<file path="src/rtl/sine_pkg.sv">
// Shared definitions for the sine readers: default widths, sweep FSM states,
// quadrant codes and the largest quarter-wave ROM magnitude.
package sine_pkg;

   localparam int DEF_VOICES   = 3;
   localparam int DEF_STEP_W   = 20;
   localparam int DEF_ADDR_W   = 10;
   localparam int DEF_SAMPLE_W = 16;

   typedef enum logic [1:0] {
      IDLE = 2'd0,
      RD   = 2'd1,
      FOLD = 2'd2
   } state_e;

   localparam logic [1:0] QUAD0 = 2'd0;
   localparam logic [1:0] QUAD1 = 2'd1;
   localparam logic [1:0] QUAD2 = 2'd2;
   localparam logic [1:0] QUAD3 = 2'd3;

   localparam logic [15:0] ROM_MAX = 16'h7FFF;

endpackage

</file>
<file path="src/rtl/dffr.sv">
// Enabled register with synchronous active-high clear; building block for
// the phase and step storage arrays.
module dffr #(
   parameter int W = 1
) (
   input  logic         clk,
   input  logic         reset,
   input  logic         en,
   input  logic [W-1:0] d,
   output logic [W-1:0] q
);

   always_ff @(posedge clk) begin
      if (reset)
         q <= '0;
      else if (en)
         q <= d;
   end

endmodule

</file>
<file path="src/rtl/sine_fold.sv">
// Combinational quadrant folding: mirrors the ROM address in odd quadrants
// and negates the magnitude in the lower half-wave.
module sine_fold
   import sine_pkg::*;
#(
   parameter int ADDR_W   = DEF_ADDR_W,
   parameter int SAMPLE_W = DEF_SAMPLE_W
) (
   input  logic [1:0]                 quad,
   input  logic [ADDR_W-1:0]          addr_in,
   input  logic [SAMPLE_W-1:0]        rom_data,
   output logic [ADDR_W-1:0]          rom_addr,
   output logic signed [SAMPLE_W-1:0] sample
);

   // ROM magnitudes never exceed 0x7FFF, so the negation cannot overflow
   function automatic logic signed [SAMPLE_W-1:0] negate(input logic [SAMPLE_W-1:0] m);
      return -$signed(m);
   endfunction

   always_comb begin
      rom_addr = addr_in;
      sample   = $signed(rom_data);
      case (quad)
         QUAD0: ;
         QUAD1: rom_addr = ~addr_in;
         QUAD2: sample = negate(rom_data);
         QUAD3: begin
            rom_addr = ~addr_in;
            sample   = negate(rom_data);
         end
         default: ;
      endcase
   end

endmodule

</file>
<file path="src/rtl/sine_rom.sv">
// Quarter-wave sine magnitude ROM, one-cycle registered read. Contents are a
// parabolic approximation a*(2*AMAX-a), scaled so the table peaks near ROM_MAX.
module sine_rom
   import sine_pkg::*;
#(
   parameter int ADDR_W = DEF_ADDR_W,
   parameter int DATA_W = DEF_SAMPLE_W
) (
   input  logic              clk,
   input  logic [ADDR_W-1:0] addr,
   output logic [DATA_W-1:0] data
);

   localparam int AMAX = (1 << ADDR_W) - 1;
   localparam int SH   = 2 * ADDR_W - 15;

   function automatic logic [DATA_W-1:0] rom_value(input logic [ADDR_W-1:0] a);
      logic [31:0] x;
      logic [31:0] p;
      x = 32'(a);
      p = (x * (32'(2 * AMAX) - x)) >> SH;
      if (p > 32'(ROM_MAX))
         p = 32'(ROM_MAX);
      return DATA_W'(p);
   endfunction

   logic [DATA_W-1:0] data_d;
   logic [DATA_W-1:0] data_q;

   always_comb data_d = rom_value(addr);

   always_ff @(posedge clk) data_q <= data_d;

   assign data = data_q;

endmodule

</file>
<file path="src/rtl/multi_sine_reader.sv">
// Time-multiplexed multi-voice sine reader sharing one quarter-wave ROM.
// Optional summed mix output enabled by defining MULTI_SINE_MIX_EN.
module multi_sine_reader
   import sine_pkg::*;
#(
   parameter int VOICES   = DEF_VOICES,
   parameter int STEP_W   = DEF_STEP_W,
   parameter int PHASE_W  = STEP_W + 2,
   parameter int ADDR_W   = DEF_ADDR_W,
   parameter int SAMPLE_W = DEF_SAMPLE_W,
   localparam int VW      = (VOICES > 1) ? $clog2(VOICES) : 1,
   localparam int MIX_W   = SAMPLE_W + $clog2(VOICES)
) (
   input  logic                        clk,
   input  logic                        reset,
   input  logic [VOICES*STEP_W-1:0]    step_size,
   input  logic                        generate_next,
   output logic                        busy,
   output logic                        sample_ready,
   output logic [VW-1:0]               sample_voice,
   output logic signed [SAMPLE_W-1:0]  sample,
   output logic signed [MIX_W-1:0]     mix_sample,
   output logic                        mix_ready
);

   state_e                      state_q, state_d;
   logic [VW-1:0]               v_q, v_d;
   logic                        busy_q, busy_d;
   logic                        sample_ready_q, sample_ready_d;
   logic signed [SAMPLE_W-1:0]  sample_q, sample_d;
   logic [VW-1:0]               sample_voice_q, sample_voice_d;

   logic                             accept;
   logic                             fold_en;
   logic                             last_voice;
   logic [VOICES*STEP_W-1:0]         step_q;
   logic [VOICES-1:0][PHASE_W-1:0]   phase_q;
   logic [ADDR_W-1:0]                rom_addr;
   logic [SAMPLE_W-1:0]              rom_data;
   logic signed [SAMPLE_W-1:0]       fold_sample;

   assign accept     = (state_q == IDLE) && generate_next;
   assign fold_en    = (state_q == FOLD);
   assign last_voice = (v_q == VW'(VOICES - 1));

   dffr #(.W(VOICES*STEP_W)) u_step (
      .clk   (clk),
      .reset (reset),
      .en    (accept),
      .d     (step_size),
      .q     (step_q)
   );

   // Each voice's phase advances only in its own FOLD slot
   for (genvar g = 0; g < VOICES; g++) begin : g_voice
      logic [PHASE_W-1:0] phase_d;
      assign phase_d = phase_q[g] + PHASE_W'(step_q[g*STEP_W +: STEP_W]);
      dffr #(.W(PHASE_W)) u_phase (
         .clk   (clk),
         .reset (reset),
         .en    (fold_en && (v_q == VW'(g))),
         .d     (phase_d),
         .q     (phase_q[g])
      );
   end

   // The phase of voice v is stable across RD and FOLD, so one fold instance
   // both generates the address and folds the returned data
   sine_fold #(.ADDR_W(ADDR_W), .SAMPLE_W(SAMPLE_W)) u_fold (
      .quad     (phase_q[v_q][PHASE_W-1 -: 2]),
      .addr_in  (phase_q[v_q][STEP_W-1 -: ADDR_W]),
      .rom_data (rom_data),
      .rom_addr (rom_addr),
      .sample   (fold_sample)
   );

   sine_rom #(.ADDR_W(ADDR_W), .DATA_W(SAMPLE_W)) u_rom (
      .clk  (clk),
      .addr (rom_addr),
      .data (rom_data)
   );

   always_comb begin
      state_d        = state_q;
      v_d            = v_q;
      busy_d         = busy_q;
      sample_ready_d = 1'b0;
      sample_d       = sample_q;
      sample_voice_d = sample_voice_q;
      case (state_q)
         IDLE: begin
            if (generate_next) begin
               state_d = RD;
               v_d     = '0;
               busy_d  = 1'b1;
            end
         end
         RD: state_d = FOLD;
         FOLD: begin
            sample_d       = fold_sample;
            sample_voice_d = v_q;
            sample_ready_d = 1'b1;
            if (last_voice) begin
               state_d = IDLE;
               busy_d  = 1'b0;
            end else begin
               state_d = RD;
               v_d     = v_q + VW'(1);
            end
         end
         default: begin
            state_d = IDLE;
            busy_d  = 1'b0;
         end
      endcase
   end

   always_ff @(posedge clk) begin
      if (reset) begin
         state_q        <= IDLE;
         v_q            <= '0;
         busy_q         <= 1'b0;
         sample_ready_q <= 1'b0;
         sample_q       <= '0;
         sample_voice_q <= '0;
      end else begin
         state_q        <= state_d;
         v_q            <= v_d;
         busy_q         <= busy_d;
         sample_ready_q <= sample_ready_d;
         sample_q       <= sample_d;
         sample_voice_q <= sample_voice_d;
      end
   end

   assign busy         = busy_q;
   assign sample_ready = sample_ready_q;
   assign sample       = sample_q;
   assign sample_voice = sample_voice_q;

`ifdef MULTI_SINE_MIX_EN
   logic signed [MIX_W-1:0] acc_q, acc_d;
   logic signed [MIX_W-1:0] mix_q, mix_d;
   logic                    mix_ready_q, mix_ready_d;
   logic signed [MIX_W-1:0] acc_sum;

   assign acc_sum = acc_q + MIX_W'(fold_sample);

   always_comb begin
      acc_d       = acc_q;
      mix_d       = mix_q;
      mix_ready_d = 1'b0;
      if (accept) begin
         acc_d = '0;
      end else if (fold_en) begin
         acc_d = acc_sum;
         if (last_voice) begin
            mix_d       = acc_sum;
            mix_ready_d = 1'b1;
         end
      end
   end

   always_ff @(posedge clk) begin
      if (reset) begin
         acc_q       <= '0;
         mix_q       <= '0;
         mix_ready_q <= 1'b0;
      end else begin
         acc_q       <= acc_d;
         mix_q       <= mix_d;
         mix_ready_q <= mix_ready_d;
      end
   end

   assign mix_sample = mix_q;
   assign mix_ready  = mix_ready_q;
`else
   assign mix_sample = '0;
   assign mix_ready  = 1'b0;
`endif

endmodule

</file>
<file path="config.mk">
export PLATFORM = sky130hd
export DESIGN_NAME = multi_sine_reader
export DESIGN_NICKNAME = d
export VERILOG_FILES = /design/src/rtl/sine_pkg.sv /design/src/rtl/dffr.sv /design/src/rtl/sine_fold.sv /design/src/rtl/sine_rom.sv /design/src/rtl/multi_sine_reader.sv
export SDC_FILE = /design/constraint.sdc
export NUM_CORES = 1
export LEC_CHECK = 0
export ABC_AREA = 1
export CAP_MARGIN = 5
export CORE_MARGIN = 1.5
export CORE_UTILIZATION = 50
export CTS_BUF_LIST = sky130_fd_sc_hd__clkbuf_16
export DETAILED_ROUTE_END_ITERATION = 10
export PLACE_DENSITY = 0.69
export REMOVE_ABC_BUFFERS = 1
export SLEW_MARGIN = 20
export SYNTH_ARGS = -nofsm -noshare
export SYNTH_HDL_FRONTEND = slang
export SYNTH_SLANG_ARGS = --single-unit
</file>
<file path="constraint.sdc">
create_clock -name clk -period 8 [get_ports clk]
set_clock_uncertainty 0.2 [all_clocks]
set_input_delay 0.8 -clock clk [delete_from_list [all_inputs] [get_ports clk]]
set_output_delay 0.8 -clock clk [all_outputs]
set_load 0.1 [all_outputs]
</file>
==> impl_metrics.toml, run 1 <==
[run]
cap_violations = 0

[synth]
synthCells = 2249
synth_compound_area_share_pct = 12.2
synth-seq-cells = 166
postSynthAreaPerCell_um2 = 6.54
synth_top_family_by_area = "simple AND/OR/NAND/NOR gates"
yosysMostFrequentCell = "nand2_1"
ys.flop_type = "dfxtp_1"
synth_edf_count = 0
synthSimpleGateAreaFrac_pct = 28.7
synth_xor_xnor_area_share_pct = 2.68
ys.warnings.count = 0
synth_fa_ha_area_share_pct = 21.2
synth_top_area_share_pct = 22.6
synth.area.mux_share_pct = 0
synth_top_cell_by_area = "dfxtp_1"
yosysUniqueCellTypes = 39
synth_common_cells = "nand2_1 (509), inv_1 (389), nor2_1 (313)"
seq_area_frac_synth_pct = 22.6
synthArstFlopShare_pct = 0
synth_area_um2 = 14700
yosys-top-cells-area = "dfxtp_1 (23%), nand2_1 (13%), ha_1 (11%), fa_1 (9.9%), inv_1 (9.9%)"

[critical_path]
slowest_delay_ns = 0.54
cp-start-kind = "flip-flop"
r2r_start = "v_q[0]"
cp_max_fo = 17
required_ns = 8.11
crit_family = "adder cells"
worstSetupPathType = "reg -> reg"
critPathCaptureType = "flip-flop"
path_buf_inv = 8
cpMostUsedCell = "fa_1"
r2r_end = "u_rom.data[4]"
startpoint = "v_q[0]"
r2r_cells = 31
r2r_setup_slack_ns = 0.57
arrival_ns = 7.53
worst_path_max_delay_cell = "fa_1"

[timing]
drv_slew = 0
tightest_slew_ns = 1.05
maxSlewHeadroom_pct = 29.6
period_share_pct = 92.8
maxClockFrequency_ghz = 0.135
grt_setup_unrepaired = "false"
finalSetupViolations = 0
min_period_ns = 7.43
setup_tns_ns = 0
hold_viol_final = 0

[detailed_routing]
vias_per_cell = 5.20
drt_iter0_drc = 878
vias = 14100
first_pass_iters = 6
drtAntennaViolNets = 0
wire_per_inst_um = 14.7
drc = 0
drt_wl_total_um = 39900

[floorplan]
io_pins = 102
core_um2 = 28900
placementRows = 62
dieArea_um2 = 30500
die_h_um = 175
start_util_pct = 51.0
die_x_um = 175

[clock_network]
htree_levels = 4
cts-buffers-inserted = 17
cts.reportedPaths.clkPinSlew_ns = 0.07
clock_sinks = 166
root_buffer = "clkbuf_16"
cts_tree = "done"
clk_latency_ns = 0.45
clockBufferDepth = 2
postCtsHoldBufs = 0

[finish]
layout.nets = 2588
nFillCells = 2977
drive_gt1_share_pct = 3.22
area_delta_synth_final_pct = 11.7
fin_util_pct = 57.0

[outcome]
status = "complete, no violations"

[placed_design]
dpl.hpwl_um = 31200
io_buffers = 82
gp_congestion = 0.952

[grt]
grt_pass1_vias = 13900
grt_usage_pct = 27.2
grt_pass1_wl_um = 67200
gr-total-overflow = 0
grt_max_degree = 64
antenna_found_initial = 1

[min_path]
hold_class = "reg -> reg"
min_to = "g_voice[1].u_phase.q[0]"
hold_depth = 2
min_from = "g_voice[1].u_phase.q[0]"

[power]
internal-power_uw = 2860
combPwrFrac_pct = 68.4
switching_power_uw = 2870
pwr-share-clk_pct = 14.0
p_leak_uw = 0.00865
power-per-cell-area_nw_per_um2 = 349
peakVddDrop_mv = 0.542
swShare_pct = 50.1
pwr-share-seq_pct = 17.6
## metrics by stage
step	hold WS, ns	instance area [um^2]	std cells	setup WS [ns]	total power, uW
6_report	0.269	16400	2716	0.574	5730
5_1_grt	0.299	16400	2716	0.00877	6350
4_1_cts	0.273	16400	2708	0.373	5770
3_5_place_dp	0.262	15800	2677	0.399	4910
3_3_place_gp	0.254	15800	2677	0.538	4890
2_1_floorplan	0.231	14400	2195	0.200	3970
## worst register-to-register path: cells and delay by family (launching register included)
kind	cells	cell delay (ns)
AOI/OAI and AO/OA	1	0.36
xor gates and xnor gates	1	0.20
buffers and inverters	8	0.93
and+or+nand+nor	13	1.72
adders and majority gates	8	3.57
DFF	1	0.32
## flip-flops by register name (all words and copies together) (netlist names)
register / cells
busy: 1
g_voice.u_phase.q: 66
sample: 16
sample_ready: 1
sample_voice: 2
state_q: 2
u_rom.data: 16
u_step.q: 60
v_q: 2
## power groups by stage
stage                     sequential [uW]  clock [uW]  combinational (uW)
after floorplan                      1050           0                2910
after global placement               1020           0                3860
after detailed placement             1030           0                3890
after CTS                            1010         825                3940
after global routing                 1020         854                4480
final                                1010         804                3920
## metal layers
layer | up-vias | wire length, um | GRT usage (%)
met1 | 6593 | 18800 | 35.9
li1 | 7170 | - | -
met5 | - | 0 | 0
met2 | 311 | 18800 | 46.7
met3 | 43 | 1620 | 3.52
met4 | 0 | 752 | 7.69
## worst max-delay path by stage
stage,endpoint,slack (ns),cells past startpoint
6_report,u_rom.data[4],0.57,31
5_1_grt,u_rom.data[4],0.009,31
4_1_cts,u_rom.data[4],0.37,33
3_5_place_dp,u_rom.data[4],0.40,33
3_3_place_gp,u_rom.data[1],0.54,33
2_1_floorplan,u_rom.data[0],0.20,32
## final cells by class
| cell class | instances | area [um^2] | share of cell area, % |
|---|---|---|---|
| Clock inverter | 14 | 125 | 0.761 |
| Multi-Input combinational cell | 1635 | 9620 | 58.5 |
| Timing Repair Buffer | 105 | 988 | 6.01 |
| Antenna cell | 1 | 2.50 | 0.0152 |
| Tap cell | 384 | 480 | 2.92 |
| Sequential cell | 166 | 3320 | 20.2 |
| Inverter | 394 | 1480 | 9.00 |
| Clock buffer | 17 | 425 | 2.59 |
## cells in the final DEF, fill, tap and decap left out, types with 5 or more instances in the layout
cell and n:
dfxtp_1 166, xnor2_1 19, o21ai_1 5, nor3_1 9, a21oi_1 128, clkdlybuf4s50_1 81, nand2_2 6, o21a_1 7
nand3_1 162, o211ai_1 9, inv_2 5, nor2_1 312, ha_1 133, fa_1 73, clkbuf_16 17, nand4_1 25
o21bai_1 20, conb_1 20, inv_6 5, a21o_1 12, inv_1 388, nand2_1 507, o21ai_0 139, xor2_1 26
buf_4 23, nand3b_1 5
## cell families after synthesis
| kind of cell | count (synthesis) |
|---|---|
| and+or+nand+nor | 1036 |
| buffers and inverters | 467 |
| AOI/OAI and AO/OA | 328 |
| adders and majority gates | 206 |
| DFF | 166 |
| xor gates and xnor gates | 45 |
| other | 1 |
## timing repair
item / 4_1_cts / 5_1_grt
endpoints found under the hold margin: 0 / 0
setup endpoints to repair: 0 / 15
setup buffers: 0 / 7
resized for setup: 0 / 1
Power figures use the tool's default switching activity.
==> inputs of run 2 (changes only) <==
--- a/config.mk
+++ b/config.mk
@@ -9,10 +9,10 @@
 export CAP_MARGIN = 5
 export CORE_MARGIN = 1.5
 export CORE_UTILIZATION = 50
-export CTS_BUF_LIST = sky130_fd_sc_hd__clkbuf_16
 export DETAILED_ROUTE_END_ITERATION = 10
 export PLACE_DENSITY = 0.69
 export REMOVE_ABC_BUFFERS = 1
+export SKIP_CTS_REPAIR_TIMING = 1
 export SLEW_MARGIN = 20
 export SYNTH_ARGS = -nofsm -noshare
 export SYNTH_HDL_FRONTEND = slang
==> constraint.sdc (replaced) <==
create_clock -name clk -period 7.37 [get_ports clk]
set_clock_uncertainty 0.2 [all_clocks]
set_input_delay 0.737 -clock clk [delete_from_list [all_inputs] [get_ports clk]]
set_output_delay 0.737 -clock clk [all_outputs]
set_load 0.1 [all_outputs]
==> run 2 against run 1 <==
  * Combinational power up 9.4%
  * Maximum frequency is 7.2% higher
  * Design area grew 0.81%
  * Setup slack got worse by 0.13 ns
  * Clock power up 14%
  * Sequential cell count did not move
  * Power rose by 9.9%
  * Via count shrank 1.1%
  * Highest routed layer unchanged
  * First-iteration DRC count up 26%
  * Clock-buffer cell count increased by 1
==> impl_metrics.toml, run 2 (synthesis gave the netlist of run 1 again) <==
[outcome]
status = "complete, no violations"

[floorplan]
dieArea_um2 = 30500
start_util_pct = 51.0
core_um2 = 28900
io_pins = 102
die_h_um = 175
die_x_um = 175
placementRows = 62

[run]
cap_violations = 0

[detailed_routing]
drc = 0
first_pass_iters = 8
drt_iter0_drc = 1108
drt_wl_total_um = 40000
drtAntennaViolNets = 0
vias = 14000
vias_per_cell = 5.13
wire_per_inst_um = 14.7

[placed_design]
dpl_cell_area_um2 = 15900
io_buffers = 82
dpl.hpwl_um = 31200
gp_congestion = 0.979

[power]
internal-power_uw = 3170
combPwrFrac_pct = 68.0
p_leak_uw = 0.00869
pwr-share-clk_pct = 14.5
swShare_pct = 49.7
peakVddDrop_mv = 0.712
totalPowerFinal_uw = 6300
switching_power_uw = 3130
power-per-cell-area_nw_per_um2 = 380
pwr-share-seq_pct = 17.4

[clock_network]
htree_levels = 4
clock_sinks = 166
cts.reportedPaths.clkPinSlew_ns = 0.07
root_buffer = "clkbuf_16"
cts-buffers-inserted = 17
clk_latency_ns = 0.46
cts_tree = "done"
clockBufferDepth = 2

[finish]
top_register = "g_voice.u_phase.q"
fin_util_pct = 57.4
multi_input_area_um2 = 9680
diodes = 0
final_cell_mix = "nand2_1 (506), inv_1 (385), nor2_1 (307)"
fin_area_um2 = 16600
mostFrequentLayoutCell = "nand2_1"
nFillCells = 2882
area_delta_synth_final_pct = 12.6
largest_reg_flops = 66
drive_gt1_share_pct = 4.07
reg_top3 = "g_voice.u_phase.q (66), u_step.q (60)"
layout.area.seq_um2 = 3320
layout.nets = 2594

[grt]
grt_max_degree = 65
grt_pass1_vias = 13400
grt_pass1_wl_um = 66700
antenna_found_initial = 0
gr-total-overflow = 0
grt_usage_pct = 27.3

[timing]
drv_slew = 0
period_share_pct = 94.0
hold_viol_final = 0
maxClockFrequency_ghz = 0.144
maxSlewHeadroom_pct = 31.4
finalSetupViolations = 0
min_period_ns = 6.93
tightest_slew_ns = 1.03
fin_hold_ws_ns = 0.272

[critical_path]
critPathCaptureType = "flip-flop"
required_ns = 7.50
worst_path_max_delay_cell = "fa_1"
cp-start-kind = "flip-flop"
path_buf_inv = 10
worstSetupPathType = "reg -> reg"
slowest_delay_ns = 0.54
crit_family = "adder cells"
cp_max_fo = 14
arrival_ns = 7.06

[min_path]
hold_class = "reg -> reg"
-- run 2: metal layers --
layer	vias to the layer above	global-route usage [%]	part of all wire, %
met3	48	3.89	4.7
met4	0	6.34	1.6
met2	326	46.3	47
met1	6421	36.5	47
met5	-	0	0
li1	7164	-	-
-- run 2: layout make-up --
| class | count | area share [%] |
|---|---|---|
| sequential | 166 | 20.1 |
| timing repair buffer | 110 | 6.24 |
| tap | 384 | 2.90 |
| clock buffer | 18 | 2.59 |
| clock inverter | 13 | 0.898 |
| multi-input combinational | 1636 | 58.4 |
| inverter | 394 | 8.92 |
-- run 2: tightest hold or removal path, cell delays in order, from the launching register on --
cell,delay [ns]
dfxtp_1,0.31
nand2_1,0.06
a31oi_1,0.06
-- run 2: power by group through the flow --
stage | clock (uW) | sequential, uW | combinational [uW]
after global placement | 0 | 1120 | 4200
after global routing | 966 | 1110 | 4950
after floorplan | 0 | 1140 | 3160
after detailed placement | 0 | 1120 | 4230
final | 916 | 1100 | 4290
after CTS | 926 | 1100 | 4270
-- run 2: stage by stage --
step / setup WS (ns) / std cells / setup TNS [ns]
after floorplan: -0.430 / 2195 / -6.45
after global placement: 0.173 / 2684 / 0
after detailed placement: -0.0280 / 2684 / -0.0280
after CTS: -0.0539 / 2715 / -0.174
after global routing: -0.0189 / 2721 / -0.0882
final: 0.441 / 2721 / 0
-- run 2: path summary, 6_finish.rpt --
check / depth (start not counted) / end / startpoint / slack [ns]
setup / recovery: 34 / u_rom.data[11] / v_q[0] / 0.44
hold / removal: 2 / sample[15] / u_rom.data[15] / 0.27
setup reg to reg: 34 / u_rom.data[11] / v_q[0] / 0.44
hold reg to reg: 2 / sample[15] / u_rom.data[15] / 0.27
